**src/rtl/mips_instruction_fetch.sv**
```systemverilog
`default_nettype none
// ============================================================================
// Module      : mips_instruction_fetch
// Description : Avalon-style instruction fetch responder. It runs one word read
//               per PC value, holds the instruction until decode consumes it,
//               and detects halt-address and misaligned fetches.
//               Optional byte swap of the fetched word: MIPS_FETCH_BSWAP_EN.
// Revision    : 1.0 - initial release
// ============================================================================
module mips_instruction_fetch #(
    parameter int                ADDR_W    = 32,
    parameter logic [ADDR_W-1:0] HALT_ADDR = {ADDR_W{1'b0}}
) (
    input  logic              clk,
    input  logic              rst,
    input  logic [ADDR_W-1:0] pc,
    input  logic              fetch_en,
    input  logic              instr_ack,
    output logic [ADDR_W-1:0] address,
    output logic              read,
    output logic [3:0]        byteenable,
    input  logic              waitrequest,
    input  logic [31:0]       readdata,
    output logic [31:0]       instr,
    output logic              instr_valid,
    output logic              CntEn,
    output logic              active,
    output logic              fetch_fault
);

    localparam logic [3:0] c_BYTE_ENABLE = 4'b1111;

    typedef enum logic [2:0] {
        S_IDLE  = 3'd0,
        S_REQ   = 3'd1,
        S_HOLD  = 3'd2,
        S_HALT  = 3'd3,
        S_FAULT = 3'd4
    } state_t;

    state_t            r_state;
    logic [ADDR_W-1:0] r_address;
    logic              r_read;
    logic [31:0]       r_instr;
    logic              r_instr_valid;
    logic              r_active;
    logic              r_fetch_fault;
    logic [31:0]       w_capture;

`ifdef MIPS_FETCH_BSWAP_EN
    // Big-endian instruction images on a little-endian bus.
    assign w_capture = {readdata[7:0], readdata[15:8], readdata[23:16], readdata[31:24]};
`else
    assign w_capture = readdata;
`endif

    always_ff @(posedge clk) begin
        if (rst) begin
            r_state       <= S_IDLE;
            r_address     <= {ADDR_W{1'b0}};
            r_read        <= 1'b0;
            r_instr       <= 32'h0;
            r_instr_valid <= 1'b0;
            r_active      <= 1'b1;
            r_fetch_fault <= 1'b0;
        end else begin
            case (r_state)
                S_IDLE: begin
                    if (fetch_en) begin
                        if (pc == HALT_ADDR) begin
                            r_state  <= S_HALT;
                            r_active <= 1'b0;
                        end else if (pc[1:0] != 2'b00) begin
                            r_state       <= S_FAULT;
                            r_fetch_fault <= 1'b1;
                        end else begin
                            r_address <= pc;
                            r_read    <= 1'b1;
                            r_state   <= S_REQ;
                        end
                    end
                end
                S_REQ: begin
                    // readdata is only ever sampled here, so stale responses
                    // after a reset cannot land in instr.
                    if (!waitrequest) begin
                        r_instr       <= w_capture;
                        r_read        <= 1'b0;
                        r_instr_valid <= 1'b1;
                        r_state       <= S_HOLD;
                    end
                end
                S_HOLD: begin
                    if (instr_ack) begin
                        r_instr_valid <= 1'b0;
                        r_state       <= S_IDLE;
                    end
                end
                S_HALT, S_FAULT: begin
                    r_read        <= 1'b0;
                    r_instr_valid <= 1'b0;
                end
                default: begin
                    r_state <= S_IDLE;
                    r_read  <= 1'b0;
                end
            endcase
        end
    end

    assign address     = r_address;
    assign read        = r_read;
    assign byteenable  = c_BYTE_ENABLE;
    assign instr       = r_instr;
    assign instr_valid = r_instr_valid;
    assign active      = r_active;
    assign fetch_fault = r_fetch_fault;
    // PC advances on the same edge that leaves HOLD.
    assign CntEn       = (r_state == S_HOLD) && instr_ack;

endmodule
`default_nettype wire

```
**config.mk**
```make
export PLATFORM = sky130hd
export DESIGN_NAME = mips_instruction_fetch
export DESIGN_NICKNAME = d
export VERILOG_FILES = /design/src/rtl/mips_instruction_fetch.sv
export SDC_FILE = /design/constraint.sdc
export NUM_CORES = 1
export LEC_CHECK = 0
export BUFFER_PORTS_ARGS = -buffer_cell sky130_fd_sc_hd__buf_2
export CAP_MARGIN = 10
export CORE_MARGIN = 2
export CORE_UTILIZATION = 50
export DETAILED_ROUTE_END_ITERATION = 12
export PLACE_DENSITY = 0.84
export SYNTH_ARGS = -nofsm -noshare
export SYNTH_HDL_FRONTEND = slang
export SYNTH_SLANG_ARGS = --single-unit
export TNS_END_PERCENT = 100
```
**constraint.sdc**
```tcl
create_clock -name clk -period 2.95 [get_ports clk]
set_clock_uncertainty 0.15 [all_clocks]
set_input_delay 0.295 -clock clk [delete_from_list [all_inputs] [get_ports clk]]
set_output_delay 0.295 -clock clk [all_outputs]
set_load 0.03 [all_outputs]
```
; ---- Word level (Yosys, flattened, before mapping)
; Index checks and enable logic that the tools add are counted.
[totals]
register_bits = 71
in_bits = 69
wordCells = 48
[op_classes]
n_eq_ne = 9
mux = 14
bitwise = 5
reduce_logical = 13
[op_table]
columns = cell, n
row1 = $logic_not 32->1, 1
row2 = $mux 3, 5
row3 = $pmux 3 s4, 1
row4 = $reduce_and 4->1, 3
row5 = $ne 2x2->1 const B, 5
row6 = $eq 3x2->1 const B, 2
row7 = $mux 1, 6
row8 = $pmux 1 s3, 2
row9 = $reduce_and 3->1, 2
row10 = $not 1->1, 5
row11 = $reduce_and 5->1, 1
row12 = $eq 3x1->1 const B, 1
row13 = $eq 3x3->1 const B, 1
row14 = $logic_not 3->1, 1
row15 = $reduce_bool 3->1, 1
row16 = $reduce_and 2->1, 1
row17 = $reduce_bool 2->1, 1
row18 = $reduce_or 2->1, 1
row19 = $logic_and 1x1->1, 1

; ---- Logic depth before layout (Yosys ltp)
[depth]
depth_word = 5
depth_mapped = 7
depth_no_buf = 4

; ---- Least setup slack after synthesis
; No wires, ideal clock.
[synth_path]
path_type = reg-to-output
startpoint = register r_state[1]
endpoint = output port CntEn
arrival_ps = 1343
t_required_ps = 2505
path_slack_ps = 1162
path_stages_with_launch = 4
n_path_buf = 1
path_cell_list = dfxtp_1 -> clkbuf_1 -> nand2_1 -> nor3_1
[synth_via]
elab_chain_len = 2
[synth_rtl]
columns = item, line
row1 = from (decl), 41  ; state_t r_state;
row2 = from (signal assigned), 59  ; r_state <= S_IDLE;
row3 = from (signal assigned), 71  ; r_state <= S_HALT;
row4 = from (signal assigned), 74  ; r_state <= S_FAULT;
row5 = $eq 3x2->1, 119  ; assign CntEn = (r_state == S_HOLD) && instr_ack;
row6 = $logic_and 1x1->1, 119
row7 = to (decl), 26  ; output logic CntEn,
; Every way passes these cells.

; ---- Worst setup path in the final report
[layout_path]
startpoint = register r_state[2]
endpoint = register r_instr[9] (netlist: instr[9])
[layout_via]
elab_chain_len = 2
[layout_rtl]
columns = item, line
row1 = $eq 3x1->1, 67  ; case (r_state)
row2 = $reduce_and 2->1 (no source line), -
row3 = to (signal assigned), 87  ; r_instr <= w_capture;
row4 = to (decl), 44  ; logic [31:0] r_instr;
; Every way passes these cells.
; A chain may end at the register's enable or synchronous reset.

==> summary.md <==
The area growth from synthesis to layout is 29.9%. In this run the worst path has a maximum fanout of 32. Sequential cells were found to cover 47.3% of the synthesized design area. At the pin with the least slew margin, the transition time is 1.06 ns.

The fraction of synthesized cell area taken by the top area cell type came out at 47.3%. The number of warnings reported in the yosys synthesis log was 0; the number of global-route vias before repair was 2385. For this configuration, the core starts out at a cell density of 51.3%. The final weighted congestion in routability-driven placement is 0.710.

Most frequent standard cell in the layout excluding fill and tap cells: sky130_fd_sc_hd__buf_2. For this design the ratio of total power to cell area is 548 nW/um^2. The achievable frequency came out at 475 MHz.

TritonCTS built the clock tree. The run finished with clean final reports. The run gives 40.3% as the clock network fraction of total power.

The run gives 2.14 mW as the total power. The floorplan step set the die width to 81.5 um. After synthesis, the mean cell area works out to 8.84 sq um.

The post-cts sizing count was 0; the data required time at the worst endpoint was 3.05 ns. The die is 81.5 um tall. The standard cell core area is 5850 sq um, and the number of search-and-repair iterations in the first detailed-routing pass is 4. The largest delay contributor family on the critical path is simple AND/OR/NAND/NOR gates.

In the global route stage, overall resource usage came out at 20.6%. Counting the buffers created by CTS gives 9. The type of the worst setup path was register to register. The relative slew slack came out at 29.5%.

Cells with a size suffix above 1 make up 33.5% of the layout. After detailed routing, the average wire length per cell comes to 12.5 um. Critical path startpoint category: a register.

The global-route wire length before repair was 10.6 mm; the residual antenna-violating net count after detailed routing was 0. The number of DRC violations after detailed routing came out at 0. The library cells used most frequently in the layout, excluding fill and tap cells, are 137 x sky130_fd_sc_hd__buf_2, 71 x sky130_fd_sc_hd__dfxtp_1, 67 x sky130_fd_sc_hd__nand2_1. In this run the core area contains 28 standard-cell rows.

The clock net in this run drives a total of 71 sinks. The clock period could shrink to 2.10 ns. Net switching is 24.3% of the power. In this run the worst hold path is classified as input pin to register.

The die covers 6640 sq um. CTS built an H-tree with a depth of 3. The number of buffers and inverters on the critical path is 0. Yosys mapped the design onto 32 distinct sky130hd cell types. The layout has 494 filler cells.

Sequential cells account for 47.4% of the total power. The combinational share of power was 12.3%; the clock-pin slew on the worst setup and hold paths was 0.07 ns. For the number of hold violations in the final report, the log shows 0.

On the worst path, the slowest cell contributes a delay of 0.79 ns. The tools report the leftover overflow at the end of global routing as 0. The root buffer cell was sky130_fd_sc_hd__clkbuf_8. Count of port buffers added during placement: 137. After layout, the worst path uses 71.3% of the clock period.

In the post-synthesis netlist, the biggest area contributors are sky130_fd_sc_hd__dfxtp_1 47%, sky130_fd_sc_hd__nand2b_1 13%, sky130_fd_sc_hd__mux2i_1 10%, sky130_fd_sc_hd__nand2_1 8.4%, sky130_fd_sc_hd__a21oi_1 6.2%. The tools report the count of vias placed by the detailed router as 2708. The repair_antennas step left the layout with diodes totalling 0. For the worst-skew pair, the clock arrives at the later sink with an insertion delay of 0.33 ns. STA classifies the critical path endpoint as a register. The utilization after layout was 66.7%.

Of all cell types, the one taking the most synthesized area is sky130_fd_sc_hd__dfxtp_1. In this run the deepest clock path goes through 2 buffers. For this block, the initial DRC count from the detailed router was 64. Hold repair after CTS inserted 0 buffers. Adding up every negative setup slack in the final design gives 0 ns. The number of nets in the layout came out at 535. The analysis attributes to net switching a power of 520 uW. Setup repair after global routing left no endpoint under its margin.

The run gives 0 as the initial antenna violation count. The run gives 340 as the gate count of the mapped netlist. The number of buffers inserted to repair setup after CTS came out at 0. The internal power of the cells totals 1.62 mW.

Counting flops and latches in the post-synthesis netlist gives 71. Max-cap violations in this run came to 0. After synthesis the cells add up to 3000 sq um. The logs give 0 for the final count of pins violating max slew and 84 for the pin count of the biggest net entering global routing.

Cell type of the slowest stage on the worst timing path: sky130_fd_sc_hd__or3_1. For the worst ir drop on vdd, the log shows 0.348 mV. After detailed routing, the total wire length is 6.80 mm.

The tools report the number of top-level design ports as 142. The HPWL after detailed placement is 4.90 mm. The signal on the critical path passes through nand2b_1, or3_1, nand2_1, a21oi_1. Arrival time reported for the critical path endpoint: 2.20 ns. The number of setup violations in the final report was 0. Via density per instance: 4.96. Leakage power of the design: 1.70 nW.
## per-layer routing
| metal | share of wire, % | up-vias | wire length, um | global-route usage (%) |
|---|---|---|---|---|
| met1 | 43 | 1199 | 2940 | 23.9 |
| met5 | 0 | - | 0 | 0 |
| met3 | 8.6 | 10 | 583 | 6.26 |
| met2 | 47 | 119 | 3190 | 35.3 |
| met4 | 1.3 | 0 | 88 | 8.64 |
| li1 | - | 1380 | - | - |
## per-stage QoR
step                worst slack (ns)  hold WS [ns]  area (sq um)  cells
global route                   0.628        0.0399          3900    546
floorplan                       1.16         0.281          3020    343
global placement               0.899         0.288          3680    530
CTS                            0.820        0.0370          3900    546
detailed placement             0.851         0.288          3680    530
finish                         0.847        0.0489          3900    546
## sequential cells by signal (all words and copies together) (netlist names)
signal,flops
instr_valid,1
address,32
read,1
fetch_fault,1
instr,32
active,1
r_state,3
## power by group through the flow
stage,sequential [mW],clock [mW],combinational [mW]
2_1_floorplan,1.07,0,0.135
4_1_cts,1.01,0.878,0.264
3_3_place_gp,1.03,0,0.258
6_report,1.01,0.861,0.263
3_5_place_dp,1.03,0,0.264
5_1_grt,1.02,0.918,0.289
## cells in the mapped netlist
master and instances:
sky130_fd_sc_hd__dfxtp_1 71, sky130_fd_sc_hd__nand2_1 67, sky130_fd_sc_hd__nand2b_1 62, sky130_fd_sc_hd__a21oi_1 37, sky130_fd_sc_hd__mux2i_1 30, sky130_fd_sc_hd__clkbuf_1 14
sky130_fd_sc_hd__nor4_1 9, sky130_fd_sc_hd__buf_2 6, sky130_fd_sc_hd__buf_4 4, sky130_fd_sc_hd__buf_6 4, sky130_fd_sc_hd__nor3_1 4, sky130_fd_sc_hd__nand4_1 3
sky130_fd_sc_hd__nor2_1 3, sky130_fd_sc_hd__a211oi_1 2, sky130_fd_sc_hd__and4_1 2, sky130_fd_sc_hd__inv_1 2, sky130_fd_sc_hd__nand3_1 2, sky130_fd_sc_hd__nor3b_1 2
sky130_fd_sc_hd__o21ai_0 2, sky130_fd_sc_hd__or3_1 2, sky130_fd_sc_hd__a211o_1 1, sky130_fd_sc_hd__a211oi_4 1, sky130_fd_sc_hd__a21o_1 1, sky130_fd_sc_hd__a311oi_1 1
sky130_fd_sc_hd__a31oi_1 1, sky130_fd_sc_hd__conb_1 1, sky130_fd_sc_hd__nand3b_1 1, sky130_fd_sc_hd__nor2b_1 1, sky130_fd_sc_hd__nor3_4 1, sky130_fd_sc_hd__nor4b_1 1
sky130_fd_sc_hd__o22ai_1 1, sky130_fd_sc_hd__or2_2 1
## worst register-to-register path, delay by kind of cell, from the launching register on
| family | cells | cell delay (ns) |
|---|---|---|
| simple gates | 3 | 1.13 |
| flops | 1 | 0.56 |
| compound gates | 1 | 0.17 |
## path summary, 6_finish.rpt
path	startpoint	end	slack [ns]	cells past startpoint
setup / recovery	r_state[2]$_SDFFE_PP0P_	instr[9]$_SDFFE_PP0P_	0.85	4
hold / removal	readdata[2]	instr[2]$_SDFFE_PP0P_	0.05	3
setup reg to reg	r_state[2]$_SDFFE_PP0P_	instr[9]$_SDFFE_PP0P_	0.85	4
hold reg to reg	instr[17]$_SDFFE_PP0P_	instr[17]$_SDFFE_PP0P_	0.30	2
## kinds of logic (layout without fill, tap and decap cells)
kind of cell           Yosys count  in the layout  synth area share (%)
muxes                           30             30                  10.0
DFF                             71             71                  47.3
and+or+nand+nor                161            161                  28.2
other                            1              4                 0.125
buffers and inverters           30            158                  5.50
AOI/OAI and AO/OA               47             47                  8.91
## cell type report
class	count	area (sq um)	area share, %
Clock inverter	3	65.1	1.67
Inverter	2	7.51	0.192
Tap cell	75	93.8	2.41
Timing Repair Buffer	140	721	18.5
Multi-Input combinational cell	242	1430	36.8
Clock buffer	13	159	4.07
Sequential cell	71	1420	36.4
(Power assumes the default switching activity.)
